--- src/rtl/instr_sequencer_pkg.sv ---
// Shared definitions for the instruction sequencer: FSM state encoding,
// controller opcodes, instruction field positions and the legality rule
// used when ILLEGAL_FILTER_EN is defined.
package instr_sequencer_pkg;

    typedef enum logic [1:0] {
        S_IDLE  = 2'd0,
        S_ISSUE = 2'd1,
        S_EXEC  = 2'd2,
        S_FAULT = 2'd3
    } seq_state_e;

    localparam int INSTR_W    = 16;
    localparam int OPCODE_MSB = 15;
    localparam int OPCODE_LSB = 13;
    localparam int OP_MSB     = 12;
    localparam int OP_LSB     = 11;

    localparam logic [2:0] OPCODE_MOV = 3'b110;
    localparam logic [2:0] OPCODE_ALU = 3'b101;

    // Instructions the controller implements: any ALU op, MOV with op 10 or 00.
    function automatic logic instr_legal(input logic [INSTR_W-1:0] instr);
        logic [2:0] opc;
        logic [1:0] op;
        opc = instr[OPCODE_MSB:OPCODE_LSB];
        op  = instr[OP_MSB:OP_LSB];
        return (opc == OPCODE_ALU) ||
               ((opc == OPCODE_MOV) && ((op == 2'b10) || (op == 2'b00)));
    endfunction

endpackage

--- src/rtl/instr_sequencer_seq_fifo.sv ---
// Instruction FIFO: DEPTH entries (power of 2), head visible combinationally.
// A push is accepted only when not full, regardless of a same-cycle pop.
module seq_fifo #(
    parameter int DEPTH = 4,
    parameter int W     = 16
) (
    input  logic         clk,
    input  logic         reset,
    input  logic         push,
    input  logic         pop,
    input  logic [W-1:0] wdata,
    output logic [W-1:0] rdata,
    output logic         full,
    output logic         empty
);

    localparam int AW = $clog2(DEPTH);
    localparam logic [AW-1:0] PTR_ONE  = AW'(1);
    localparam logic [AW:0]   CNT_ONE  = (AW+1)'(1);
    localparam logic [AW:0]   CNT_FULL = (AW+1)'(DEPTH);

    logic [W-1:0]  mem [DEPTH];
    logic [AW-1:0] wr_ptr;
    logic [AW-1:0] rd_ptr;
    logic [AW:0]   count;
    logic          push_ok;
    logic          pop_ok;

    assign full    = (count == CNT_FULL);
    assign empty   = (count == '0);
    assign push_ok = push && !full;
    assign pop_ok  = pop && !empty;
    assign rdata   = mem[rd_ptr];

    // Storage write; contents need no reset because count gates visibility.
    always_ff @(posedge clk) begin
        if (push_ok) begin
            mem[wr_ptr] <= wdata;
        end
    end

    // Pointers wrap naturally at DEPTH; count tracks occupancy.
    always_ff @(posedge clk or negedge reset) begin
        if (!reset) begin
            wr_ptr <= '0;
            rd_ptr <= '0;
            count  <= '0;
        end else begin
            if (push_ok) wr_ptr <= wr_ptr + PTR_ONE;
            if (pop_ok)  rd_ptr <= rd_ptr + PTR_ONE;
            case ({push_ok, pop_ok})
                2'b10:   count <= count + CNT_ONE;
                2'b01:   count <= count - CNT_ONE;
                default: count <= count;
            endcase
        end
    end

endmodule

--- src/rtl/instr_sequencer.sv ---
// Instruction sequencer: buffers host instructions, issues them one at a time
// to the datapath controller over the s/w start handshake, counts retirements
// and traps a hung controller with a watchdog.
// Optional feature macro: ILLEGAL_FILTER_EN (discard instructions the
// controller does not implement instead of issuing them).
//
// Host handshake: an instruction transfers on a rising edge where in_valid and
// in_ready are both high; in_ready depends only on FIFO occupancy.
// Controller handshake: s_out is high for exactly the one S_ISSUE cycle; the
// instruction is complete when w_in is seen low and then high again.
module instr_sequencer
    import instr_sequencer_pkg::*;
#(
    parameter int DEPTH   = 4,
    parameter int TIMEOUT = 15,
    parameter int CNT_W   = 8
) (
    input  logic               clk,
    input  logic               reset,
    input  logic               in_valid,
    input  logic [15:0]        in_instr,
    output logic               in_ready,
    input  logic               pause,
    input  logic               w_in,
    output logic               s_out,
    output logic [15:0]        instr_out,
    output logic [2:0]         opcode_out,
    output logic [1:0]         op_out,
    output logic               busy,
    output logic               empty,
    output logic [CNT_W-1:0]   retired,
    output logic               fault,
    output logic               illegal_drop,
    output logic [1:0]         state_dbg
);

    localparam int WD_W = $clog2(TIMEOUT + 1);
    localparam logic [WD_W-1:0]  WD_LAST = WD_W'(TIMEOUT - 1);
    localparam logic [WD_W-1:0]  WD_ONE  = WD_W'(1);
    localparam logic [CNT_W-1:0] RET_ONE = CNT_W'(1);

    seq_state_e         state, state_nx;
    logic [15:0]        ir, ir_nx;
    logic [WD_W-1:0]    wd_cnt, wd_nx;
    logic               seen_low, seen_low_nx;
    logic [CNT_W-1:0]   retired_q, retired_nx;
    logic               take;
    logic               fifo_pop;
    logic               fifo_full;
    logic [15:0]        fifo_head;
`ifdef ILLEGAL_FILTER_EN
    logic               drop_q, drop_nx;
`endif

    seq_fifo #(
        .DEPTH (DEPTH),
        .W     (INSTR_W)
    ) u_fifo (
        .clk   (clk),
        .reset (reset),
        .push  (in_valid),
        .pop   (fifo_pop),
        .wdata (in_instr),
        .rdata (fifo_head),
        .full  (fifo_full),
        .empty (empty)
    );

    assign in_ready   = !fifo_full;
    assign s_out      = (state == S_ISSUE);
    assign busy       = (state != S_IDLE);
    assign fault      = (state == S_FAULT);
    assign instr_out  = ir;
    assign opcode_out = ir[OPCODE_MSB:OPCODE_LSB];
    assign op_out     = ir[OP_MSB:OP_LSB];
    assign retired    = retired_q;
    assign state_dbg  = state;
`ifdef ILLEGAL_FILTER_EN
    assign illegal_drop = drop_q;
`else
    assign illegal_drop = 1'b0;
`endif

    // Next-state: issue decisions, completion detection, watchdog, pop/discard.
    always_comb begin
        state_nx    = state;
        ir_nx       = ir;
        wd_nx       = wd_cnt;
        seen_low_nx = seen_low;
        retired_nx  = retired_q;
        take        = 1'b0;
        fifo_pop    = 1'b0;
`ifdef ILLEGAL_FILTER_EN
        drop_nx     = 1'b0;
`endif
        case (state)
            S_IDLE: begin
                take = !empty && w_in && !pause;
            end
            S_ISSUE: begin
                state_nx    = S_EXEC;
                wd_nx       = '0;
                seen_low_nx = 1'b0;
            end
            S_EXEC: begin
                if (w_in && seen_low) begin
                    retired_nx = retired_q + RET_ONE;
                    state_nx   = S_IDLE;
                    take       = !empty && !pause;
                end else if (wd_cnt == WD_LAST) begin
                    state_nx = S_FAULT;
                end else begin
                    wd_nx = wd_cnt + WD_ONE;
                    if (!w_in) seen_low_nx = 1'b1;
                end
            end
            default: begin
                // S_FAULT holds until reset.
            end
        endcase

        if (take) begin
            fifo_pop = 1'b1;
`ifdef ILLEGAL_FILTER_EN
            if (instr_legal(fifo_head)) begin
                ir_nx    = fifo_head;
                state_nx = S_ISSUE;
            end else begin
                drop_nx  = 1'b1;
                state_nx = S_IDLE;
            end
`else
            ir_nx    = fifo_head;
            state_nx = S_ISSUE;
`endif
        end
    end

    // State, IR, watchdog and retirement registers.
    always_ff @(posedge clk or negedge reset) begin
        if (!reset) begin
            state     <= S_IDLE;
            ir        <= '0;
            wd_cnt    <= '0;
            seen_low  <= 1'b0;
            retired_q <= '0;
        end else begin
            state     <= state_nx;
            ir        <= ir_nx;
            wd_cnt    <= wd_nx;
            seen_low  <= seen_low_nx;
            retired_q <= retired_nx;
        end
    end

`ifdef ILLEGAL_FILTER_EN
    // One-cycle pulse for each discarded instruction.
    always_ff @(posedge clk or negedge reset) begin
        if (!reset) drop_q <= 1'b0;
        else        drop_q <= drop_nx;
    end
`endif

endmodule

--- config.mk ---
export PLATFORM = sky130hd
export DESIGN_NAME = instr_sequencer
export DESIGN_NICKNAME = d
export VERILOG_FILES = /design/src/rtl/instr_sequencer_pkg.sv /design/src/rtl/instr_sequencer_seq_fifo.sv /design/src/rtl/instr_sequencer.sv
export SDC_FILE = /design/constraint.sdc
export NUM_CORES = 1
export LEC_CHECK = 0
export BUFFER_PORTS_ARGS = -buffer_cell sky130_fd_sc_hd__buf_2
export CORE_ASPECT_RATIO = 1.25
export CORE_MARGIN = 2
export CORE_UTILIZATION = 35
export DETAILED_ROUTE_END_ITERATION = 16
export SLEW_MARGIN = 20
export SYNTH_ARGS = -nofsm -noshare
export SYNTH_HDL_FRONTEND = slang
export SYNTH_SLANG_ARGS = --single-unit
export TNS_END_PERCENT = 10
--- constraint.sdc ---
create_clock -name clk -period 2.39 [get_ports clk]
set_input_delay 0.478 -clock clk [delete_from_list [all_inputs] [get_ports clk]]
set_output_delay 0.478 -clock clk [all_outputs]
set_load 0.005 [all_outputs]
**Word level (Yosys, flattened, before mapping)**

Memory sizes are Yosys's and may differ from the RTL's. A register that Yosys moved wholly into a read port is not among the register bits.
Cells that the tools add are included.

- Add/sub/neg operators: 6
- $mul: 0
- Divide/modulo/power cells: 0
- Order comparisons: 0
- Equality and inequality tests: 11
- Shift operators: 0
- Muxes and demuxes: 17
- Bitwise operators: 0
- Reduce and logical (&&, ||, !) cells: 20

Operators with widths:

| operator | number |
|---|---|
| $add A8 B1 Y8 const B | 1 |
| $mux W4 | 2 |
| $pmux W4 S2 | 1 |
| $mux W1 | 7 |
| $eq A2 B2 Y1 const B | 3 |
| $logic_and A1 B1 Y1 | 6 |
| $mux W2 | 3 |
| $ne A2 B2 Y1 const B | 3 |
| $pmux W3 S2 | 1 |
| $reduce_bool A2 Y1 | 3 |
| $add A2 B1 Y2 const B | 2 |
| $add A4 B1 Y4 const B | 1 |
| $eq A2 B1 Y1 const B | 2 |
| $eq A4 B4 Y1 const B | 1 |
| $logic_not A1 Y1 | 4 |
| $ne A4 B4 Y1 const B | 1 |
| $pmux W1 S2 | 2 |
| $pmux W2 S2 | 1 |
| $reduce_and A2 Y1 | 2 |
| $reduce_and A4 Y1 | 1 |
| $add A3 B1 Y3 const B | 1 |
| $eq A3 B3 Y1 const B | 1 |
| $logic_not A3 Y1 | 1 |
| $reduce_and A3 Y1 | 1 |
| other kinds (3) | 3 |

- Register bits after elaboration: 22
- Latch bits: 0
- Memory bits (writable): 64
- Memory bits (read-only): 0
- Bits of input ports: 21
- Output and inout bits: 37
- Logic and storage cells: 62
- Memories: 1

Memories:

| memory | depth | bits a word | read ports | clocked after memory_dff | wr ports | line | RTL |
|---|---|---|---|---|---|---|---|
| u_fifo.mem | 4 | 16 | 1 | 1 | 1 | instr_sequencer_seq_fifo.sv:22 | `logic [W-1:0] mem [DEPTH];` |

**Longest topological paths before layout**

Gate-level depths: netlist of the first run.

- Depth after elaboration: 9
- Mapped depth: 11
- Mapped depth without buffers: 10

**Cells and area by module**

From an unflattened synthesis of the first run, not the netlist that was laid out.

- Cells, all modules: 236
- Area, all modules: 4249.1 µm²

By module, submodules not included:

| module | instances | cells each | area each (µm²) | sequential area each (µm²) |
|---|---|---|---|---|
| seq_fifo | 1 | 121 | 2775.2 | 2097.0 |
| instr_sequencer | 1 | 115 | 1473.9 | 775.7 |

**Worst setup path before layout of the first run**

Ideal clock, no wire load.

- Kind: register to register
- Start: register state[0], in the netlist state_dbg[0]
- End: register u_fifo.count[2]
- Library setup time: 0.079 ns
- Arrival: 2.327 ns
- Required time: 2.311 ns
- Path slack: -0.016 ns
- Stages on the path, launching flop included: 12
- Path buffers: 1
- Period minus slack after synthesis: 2.406 ns
- Path through: dfrtp_1 -> inv_1 -> ha_1 -> a21oi_1 -> nor4b_2 -> buf_4 -> ha_1 -> inv_1 -> fa_1 -> xor2_1 -> nor2_1 -> xor2_1

- Longest elaborated chain between the ends: 6
- Elaborated cells between the ends (all ways): 9
- Those cells by class: eq/ne: 3; mux: 3; reduce/logical: 3

Ends and longest elaborated chain:

| what | line | RTL |
|---|---|---|
| start: declaration | instr_sequencer.sv:42 | `seq_state_e state, state_nx;` |
| start signal: assignment | instr_sequencer.sv:148 | `state <= state_nx;` |
| $eq A2 B2 Y1 / $logic_not A2 Y1 (equally long branches) | instr_sequencer.sv:96 | `case (state)` |
| $pmux W1 S2 * | instr_sequencer.sv:96 |  |
| $mux W1 * | instr_sequencer.sv:122 | `if (take) begin` |
| $logic_and A1 B1 Y1 * | instr_sequencer_seq_fifo.sv:32 | `assign pop_ok = pop && !empty;` |
| named net u_fifo.pop_ok | instr_sequencer_seq_fifo.sv:27 | `logic pop_ok;` |
| $eq A2 B1 Y1 / $eq A2 B2 Y1 (equally long branches) | instr_sequencer_seq_fifo.sv:51 | `case ({push_ok, pop_ok})` |
| $pmux W3 S2 / $reduce_bool A2 Y1 (equally long branches) | n/a |  |
| end signal: assignment | instr_sequencer_seq_fifo.sv:52 | `2'b10: count <= count + CNT_ONE;` |
| end signal: assignment | instr_sequencer_seq_fifo.sv:53 | `2'b01: count <= count - CNT_ONE;` |
| end signal: assignment | instr_sequencer_seq_fifo.sv:54 | `default: count <= count;` |
| end: declaration | instr_sequencer_seq_fifo.sv:25 | `logic [AW:0] count;` |

The timed path passes the listed nets; every way through them passes the cells marked *.
A chain may end at the register's enable or synchronous reset.

**Final worst setup path of the first run**

- Start: register state[0], in the netlist state_dbg[0]
- End: register u_fifo.count[2]

- Longest elaborated chain between the ends: 6
- Elaborated cells between the ends (all ways): 9
- Those cells by class: eq/ne: 3; mux: 3; reduce/logical: 3

Ends and longest elaborated chain:

| what | line |
|---|---|
| $eq A2 B2 Y1 / $logic_not A2 Y1 (equally long branches) | instr_sequencer.sv:96 |
| $pmux W1 S2 * | instr_sequencer.sv:96 |
| $mux W1 * | instr_sequencer.sv:122 |
| $logic_and A1 B1 Y1 * | instr_sequencer_seq_fifo.sv:32 |
| $eq A2 B1 Y1 / $eq A2 B2 Y1 (equally long branches) | instr_sequencer_seq_fifo.sv:51 |
| $pmux W3 S2 / $reduce_bool A2 Y1 (equally long branches) | n/a |

Every way passes the cells marked *; elsewhere a longest branch is shown, timed or not.

==> results of run 1 <==
[power breakdown]
group	internal [uW]	total (uW)	switching (uW)
sequential	2390	2640	251
combinational	930	1840	907
clock	822	1420	598
total	4140	5900	1760
[cell usage in the layout (no fill, tap or decap), types with 3 or more instances in the layout]
master / count
nor3_1: 5
mux2_1: 9
xor2_1: 7
mux4_2: 16
xnor2_1: 6
mux2_4: 8
nand3_1: 3
a21oi_1: 3
ha_1: 10
buf_4: 8
dfrtp_1: 38
inv_1: 11
clkbuf_1: 5
edfxtp_1: 64
and3_1: 6
clkbuf_16: 9
nand2_1: 8
nand4_1: 3
buf_2: 56
[flip-flops by register name (all words and copies together) (netlist names)]
| name | flops |
|---|---|
| state_dbg | 2 |
| wd_cnt | 4 |
| u_fifo.mem | 64 |
| u_fifo.wr_ptr | 2 |
| instr_out | 16 |
| u_fifo.rd_ptr | 2 |
| seen_low | 1 |
| retired | 8 |
| u_fifo.count | 3 |
[worst paths after layout]
| kind | start | endpoint | slack [ps] | cells after the start |
|---|---|---|---|---|
| hold / removal | reset | retired[7]$_DFFE_PN0P_ | 50 | 1 |
| setup / recovery | state_dbg[0]$_DFFE_PN0P_ | u_fifo.count[2]$_DFFE_PN0P_ | 220 | 10 |
| setup reg to reg | state_dbg[0]$_DFFE_PN0P_ | u_fifo.count[2]$_DFFE_PN0P_ | 220 | 10 |
| max in group asynchronous | reset | wd_cnt[0]$_DFFE_PN0P_ | 1780 | 2 |
| hold reg to reg | retired[7]$_DFFE_PN0P_ | retired[7]$_DFFE_PN0P_ | 470 | 1 |
| min in group clk | in_instr[11] | u_fifo.mem[0][11]$_DFFE_PP_ | 350 | 1 |
[final cells by class]
cell class                 count  area share
sequential                   102       0.575
multi-input combinational    115       0.249
timing repair buffer          64      0.0681
clock buffer                  14      0.0488
tap                          164      0.0411
inverter                      13     0.00976
clock inverter                 2     0.00826
[worst max-delay path: cells and delay by family (launching register included)]
family | cells | cell delay (ps)
AOI/OAI and AO/OA | 1 | 110
xor gates and xnor gates | 2 | 300
adders and majority gates | 3 | 730
buffers and inverters | 2 | 130
DFF | 1 | 370
and+or+nand+nor | 2 | 440
[repair_timing]
action                     CTS  global route
buffers inserted             0             2
gates resized for setup      0             3
setup endpoints to repair    0             1
hold buffers                 0             0
[kinds of logic after synthesis]
kind of cell	Yosys count
AO/OA/AOI/OAI	18
other	1
adder cells (fa/ha/maj)	13
buffers and inverters	27
XOR/XNOR	13
flip-flops	102
AND/OR/NAND/NOR	37
multiplexers	33
[through the flow]
| stage | hold WS [ps] | cells | total power [uW] | setup WS, ps |
|---|---|---|---|---|
| final | 48.9 | 474 | 5900 | 222 |
| after global routing | 69.3 | 474 | 6290 | 42.8 |
| after CTS | 56.1 | 472 | 5970 | 142 |
| after detailed placement | 425 | 456 | 4540 | 164 |
| after global placement | 418 | 456 | 4490 | 227 |
| after floorplan | 182 | 244 | 3950 | 24.4 |
[metal layers]
metal | up-vias | global-route usage | wire, um
met3 | 8 | 0.0388 | 316
li1 | 1031 | - | -
met5 | - | 0 | 0
met2 | 49 | 0.216 | 4090
met1 | 1145 | 0.150 | 3110
met4 | 0 | 0.0348 | 96
==> impl_metrics.toml, run 1 <==
[cells_and_area]
area_growth_pct = 17.2
multi_input_area_um2 = 1250
nFillCells = 1131
regArea_um2 = 2870
final_area_um2 = 5000
final_nets = 339
drive_gt1_frac = 0.358
fin_util = 0.415
antenna_cells = 0

[synth]
yosysUniqueCellTypes = 45
ys_top_cells_by_area = "edfxtp_1 45%, dfrtp_1 22%, mux4_2 8.4%, ha_1 3.5%, mux2_4 2.8%"
syn_avg_cell_area_um2 = 17.5
syn_area_um2 = 4270
ys_warn_count = 0
synth_simple_gate_area_frac = 0.0546
synth_top_area_share = 0.451
synth_edf_count = 64
synth-xor-area-share = 0.0267
synthMostInstantiatedCell = "edfxtp_1"
yosysTopAreaCell = "edfxtp_1"
async_flop_share = 0.373
synth-main-ff-cell = "edfxtp_1"
synthMuxAreaShare = 0.136
synthCells = 244
ys_seq_area_frac = 0.674
synth_top_family_by_area = "multiplexers"
mappedNetlistNets = 278
synth_compound_area_frac = 0.0299
synth_fa_ha_area_frac = 0.0399
ys_top_cells_by_count = "64 x edfxtp_1, 38 x dfrtp_1, 16 x mux4_2, 12 x ha_1, 12 x inv_1"
ys_seq_elements = 102

[routing]
drt_wl_total_mm = 7.61
vias_per_cell = 4.71
drt.antenna.violating_nets = 0
wl_per_cell_um = 16.1
num_vias = 2233
route.detailed.drc = 0
drtPass1Iterations = 4
drt_iter0_markers = 118

[power]
leakage_uw = 0.00202
power.density_nw_per_um2 = 1180
ir_worst_vdd_mv = 0.344

[critical_path]
required_ps = 2650
critPathArrivalTime_ps = 2430
path_cells = "inv_1 > ha_2 > a21oi_1 > nor4b_4 > ha_2 > inv_1 > fa_2 > xor2_1 > nor2_1 > xor2_1"
worstSetupPathType = "reg2reg"
slowest_stage = "dfrtp_1"
critPathMaxFanout = 2
startpoint_type = "flip-flop"
slowest_delay_ps = 370
endpoint_kind = "flip-flop"

[global_routing]
grt_start_max_net_pins = 20
antenna_found_initial = 0
gr-total-overflow = 0
grtUsageTotal = 0.125
grt_pass1_vias = 2338
grt_pass1_wl_mm = 12.2

[placed_design]
dp_hpwl_mm = 5.09
place_area_um2 = 4690
io_buffer_count = 56
gp_congestion = 0.782

[clocking]
root_buffer = "clkbuf_16"
cts_buffers = 9
clock_latency_ps = 330
cts_tree = "done"
cts.htree.levels = 3
clk_path_buf_depth = 2
clk_pin_slew_ps = 70
cts_sinks = 102

[timing]
final-setup-viol-count = 0
fmax_ghz = 0.461
finalHoldViolations = 0
period_needed_ps = 2170
maxSlewViolCount = 0
fin_crit_sh = 0.907
skew_ps = 6.35
tightestPinTransition_ps = 940
grt_setup_unrepaired = "no"
timing.setup.tns_ps = 0
slew_headroom = 0.373

[floorplanning]
die_w_um = 103
fp-row-count = 45
core-area_um2 = 12000
pin_count = 58
die_area_um2 = 13100
die_h_um = 127
start_util = 0.354

[outcome]
status = "finished, final reports clean"

[worst_hold_path]
hold_class = "in2async"

[flow_run]
max-cap-violations = 0
Power figures use the tool's default switching activity.
==> run 2, diff against run 1 <==
--- a/config.mk
+++ b/config.mk
@@ -10,4 +10,5 @@
 export CORE_MARGIN = 2
-export CORE_UTILIZATION = 35
+export CORE_UTILIZATION = 51
 export DETAILED_ROUTE_END_ITERATION = 16
+export PLACE_DENSITY = 0.75
 export SLEW_MARGIN = 20
==> constraint.sdc (replaced) <==
create_clock -name clk -period 2.39 [get_ports clk]
set_input_delay 0.3585 -clock clk [delete_from_list [all_inputs] [get_ports clk]]
set_output_delay 0.3585 -clock clk [all_outputs]
set_load 0.005 [all_outputs]
==> run 2 against run 1 <==
  * Final area decreased by 4.2%
  * Sequential share of layout area grew 2.5 points
  * Count of clock-buffer cells in the layout down 4
  * Global-route usage increased by 4.4 points
  * The flow now finishes with violations (design-rule violations)
  * Worst setup slack worse by 62 ps
  * Critical path type unchanged
  * Register-to-register slack got worse by 60 ps
  * Critical path depth unchanged
  * Clock power fell by 30%
  * Die area is 30% lower
  * Core utilization is 17 points higher
  * Sequential power barely moved
==> impl_metrics.toml, run 2 (synthesized netlist as in run 1, its figures left out) <==
[cells_and_area]
drive_gt1_frac = 0.357
final_cell_mix = "64 x edfxtp_1, 56 x buf_2, 38 x dfrtp_1, 16 x mux4_2, 11 x inv_1"
largest_reg_flops = 64
layout_commonest_cell = "edfxtp_1"
final_nets = 334
antenna_cells = 0
regMostFlops = "u_fifo.mem"
area_growth_pct = 12.3

[critical_path]
critPathArrivalTime_ps = 2520
cp-startpoint = "state_dbg[0]$_DFFE_PN0P_"
required_ps = 2680
startpoint_type = "flip-flop"
endpoint = "u_fifo.count[2]$_DFFE_PN0P_"
reg2reg_to = "u_fifo.count[2]$_DFFE_PN0P_"
rrSetupSlack_ps = 160
endpoint_kind = "flip-flop"
rr_worst_depth = 10
regToRegStartpoint = "state_dbg[0]$_DFFE_PN0P_"
worstSetupPathType = "reg2reg"
critPathMaxFanout = 8

[worst_hold_path]
hold_class = "in2async"

[floorplanning]
die_area_um2 = 9120
die_h_um = 106
start_util = 0.521
fp-row-count = 37
pin_count = 58
core-area_um2 = 8190
die_w_um = 85.8

[placed_design]
gp_congestion = 0.871
dp_hpwl_mm = 4.64
io_buffer_count = 56

[clocking]
root_buffer = "clkbuf_8"
cts_buffers = 9
clock_latency_ps = 360
clk_path_buf_depth = 2
cts_setup_buffers = 0
cts_sinks = 102
ctsHoldBuffers = 0
clk_pin_slew_ps = 100
cts.htree.levels = 3
cts_tree = "done"

[routing]
drt_wl_total_mm = 6.97
drt.antenna.violating_nets = 0
drtPass1Iterations = 10
wl_per_cell_um = 17.3
num_vias = 2196
drt_iter0_markers = 136
route.detailed.drc = 4
vias_per_cell = 5.46

[timing]
tightestPinTransition_ps = 930
grt_setup_unrepaired = "no"
finalHoldViolations = 0
fin_crit_sh = 0.933
slew_headroom = 0.380
timing.setup.tns_ps = 0
period_needed_ps = 2230
maxSlewViolCount = 0
final-setup-viol-count = 0
fmax_ghz = 0.448
skew_ps = 13.5

[power]
leakage_uw = 0.00196
total_power_uw = 5450
ir_worst_vdd_mv = 0.588
power.density_nw_per_um2 = 1140

[flow_run]
max-cap-violations = 0

[global_routing]
grt_start_max_net_pins = 39
grt_pass1_vias = 2363
grt_pass1_wl_mm = 11.7
antenna_found_initial = 0
grtUsageTotal = 0.170
gr-total-overflow = 0

[outcome]
violations = "design-rule violations"
status = "complete, but fails checks"
run 2: changes by cell type in the layout (fill, tap and decap cells not counted):
cell       before  now
clkbuf_16       9    0
clkbuf_8        0    9
buf_4           8    2
clkbuf_1        5    1
inv_6           0    3
buf_12          0    1
bufinv_16       1    0
clkinv_2        0    1
clkinv_4        0    1
fa_1            0    1
fa_2            1    0
ha_2            2    1
ha_4            0    1
run 2: how the worst min path moves through the flow:
stage | startpoint | end | slack [ps]
5_1_grt | reset | wd_cnt[1]$_DFFE_PN0P_ | 190
3_5_place_dp | retired[7]$_DFFE_PN0P_ | retired[7]$_DFFE_PN0P_ | 460
6_report | reset | wd_cnt[1]$_DFFE_PN0P_ | 100
4_1_cts | reset | wd_cnt[0]$_DFFE_PN0P_ | 140
2_1_floorplan | reset | instr_out[0]$_DFFE_PN0P_ | 60
3_3_place_gp | retired[7]$_DFFE_PN0P_ | retired[7]$_DFFE_PN0P_ | 450
run 2: stage by stage:
step	utilization	instance area (um2)	std cells	setup slack, ps	hold slack, ps
global route	0.585	4790	402	19.8	190
floorplan	-	4270	244	24.4	62.9
detailed placement	0.561	4600	386	94.2	460
finish	0.585	4790	402	160	104
global placement	0.561	4600	386	166	452
CTS	0.583	4780	402	78.1	145
run 2: area by class of cell:
cell class | count | area [um2]
sequential | 102 | 2870
inverter | 13 | 48.8
multi-input combinational | 115 | 1250
clock buffer | 10 | 128
fill | 615 | 3400
tap | 97 | 121
clock inverter | 6 | 51.3
timing repair buffer | 59 | 315
run 2: layer usage:
metal	routed length, um	vias to the layer above	share of wire	track usage
met5	0	-	0	0
met2	3550	57	0.51	0.277
met3	299	11	0.043	0.0365
met4	97	0	0.014	0.0658
li1	-	1024	-	-
met1	3010	1104	0.43	0.223
run 2: repair_timing:
item,in CTS,in global routing
endpoints found under the hold margin,0,0
setup endpoints to repair,0,1
gates resized for setup,0,3
run 2: power by group:
part / switching, uW / internal, uW / leakage (uW)
registers: 284 / 2390 / 0.00106
logic: 855 / 934 / 0.000803
clock network: 591 / 398 / 0.0000936
run 2: worst max-delay path, cell delays in order (launching register included):
cell and delay (ps):
dfrtp_1 450, inv_2 100, ha_4 170, a21oi_1 120, nor4b_4 270, ha_2 230
inv_1 50, fa_1 360, xor2_1 150, nor2_1 110, xor2_1 150
==> run 3, diff against run 2 <==
--- a/constraint.sdc
+++ b/constraint.sdc
@@ -3,2 +3,2 @@
 set_output_delay 0.3585 -clock clk [all_outputs]
-set_load 0.005 [all_outputs]
+set_load 0.1 [all_outputs]
==> run 3 against run 2 <==
  * The run still ends with design-rule violations left
  * Critical endpoint unchanged
  * Highest routed layer unchanged
  * Sequential cell count is the same
  * Critical path depth stayed put
  * Routed wire length grew 5.1%
  * Sequential share of layout area is 0.98 points lower
  * Global-route usage is 0.46 points higher
==> impl_metrics.toml, run 3 (synthesized netlist as in run 1, its figures left out) <==
[clocking]
cts_sinks = 102
clk_pin_slew_ps = 100
cts_buffers = 9
postCtsResizedCells = 0
cts.htree.levels = 3
cts_setup_buffers = 0
cts_tree = "done"
root_buffer = "clkbuf_8"
clk_path_buf_depth = 2
clock_latency_ps = 360
ctsHoldBuffers = 1

[worst_hold_path]
hold_class = "in2reg"

[routing]
route.detailed.drc = 5
vias_per_cell = 5.49
drt_wl_total_mm = 7.32
drtPass1Iterations = 12
num_vias = 2218
wl_per_cell_um = 18.1
drt_iter0_markers = 98
drt.antenna.violating_nets = 0

[critical_path]
startpoint_type = "flip-flop"
worstSetupPathType = "reg2reg"
endpoint_kind = "flip-flop"
rrSetupSlack_ps = 130
critPathMaxFanout = 8
critPathArrivalTime_ps = 2540
required_ps = 2670

[floorplanning]
pin_count = 58
die_area_um2 = 9120
start_util = 0.521
die_h_um = 106
core-area_um2 = 8190
fp-row-count = 37
die_w_um = 85.8

[cells_and_area]
regMostFlops = "u_fifo.mem"
antenna_cells = 0
layout_commonest_cell = "edfxtp_1"
drive_gt1_frac = 0.378
final_area_um2 = 4880
largest_reg_flops = 64
final_cell_mix = "64 x edfxtp_1, 56 x buf_2, 36 x dfrtp_1, 16 x mux4_2, 10 x ha_1"
final_nets = 336
area_growth_pct = 14.5

[timing]
finalHoldViolations = 0
final-setup-viol-count = 0
maxSlewViolCount = 0
slew_headroom = 0.421
period_needed_ps = 2260
tightestPinTransition_ps = 868
fin_crit_sh = 0.946
skew_ps = 11.8
grt_setup_unrepaired = "no"
fmax_ghz = 0.442

[global_routing]
use_met2 = 0.296
grt_pass1_wl_mm = 11.9
grt_use_met3 = 0.0334
top_usage_layer = "met2"
grt_start_max_net_pins = 27
met1_usage = 0.219
gr-total-overflow = 0
grt_pass1_vias = 2222
antenna_found_initial = 0
grtUsageTotal = 0.174

[placed_design]
dp_hpwl_mm = 4.86
gp_congestion = 0.846
io_buffer_count = 56
place_area_um2 = 4650

[outcome]
status = "complete, but fails checks"
violations = "design-rule violations"

[flow_run]
max-cap-violations = 0
## run 3: changes by cell type in the layout (fill, tap and decap cells not counted), sizes merged
cell / change
bufinv: +2
inv: -2
buf: +1
dlygate4sd3: +1
## run 3: per-layer routing
layer  up-vias  part of all wire
met2        54              0.53
met3        10             0.041
met4         0             0.017
met1      1125              0.41
li1       1029                 -
met5         -                 0
## run 3: critical path: stages (launching register included)
cell,delay (ps)
dfrtp_4,520
inv_4,80
ha_4,180
a21oi_2,90
nor4b_4,360
ha_4,190
inv_2,40
fa_2,320
xor2_1,140
nor2_1,120
xor2_1,150
## run 3: final cells by class
cell class / instances / area [um2]
flip-flops and latches: 102 / 2880
well taps: 97 / 121
multi-input cells: 115 / 1280
repair buffers: 61 / 333
inverters: 13 / 51.3
clock inverters: 6 / 93.8
fillers: 620 / 3310
clock buffers: 10 / 128
## run 3: path summary, 6_finish.rpt
kind | from | end | depth (start not counted)
min | in_instr[4] | u_fifo.mem[0][4]$_DFFE_PP_ | 1
min in group asynchronous | reset | state_dbg[0]$_DFFE_PN0P_ | 2
max in group asynchronous | reset | seen_low$_DFFE_PN0P_ | 3
max reg2reg | state_dbg[0]$_DFFE_PN0P_ | u_fifo.count[2]$_DFFE_PN0P_ | 10
max | state_dbg[0]$_DFFE_PN0P_ | u_fifo.count[2]$_DFFE_PN0P_ | 10
min reg2reg | retired[7]$_DFFE_PN0P_ | retired[7]$_DFFE_PN0P_ | 1
## run 3: through the flow
stage,setup TNS (ps),utilization,cells,hold slack (ps),setup slack (ps)
4_1_cts,0,0.596,404,194,119
2_1_floorplan,-118,-,244,62.9,-77.8
5_1_grt,0,0.596,404,198,11.2
3_3_place_gp,0,0.568,387,276,194
3_5_place_dp,0,0.568,387,283,144
6_report,0,0.596,404,213,129
Power of run 3 is not shown: default switching activity piles up to over one toggle a cycle in this logic, so the estimate is an artifact.
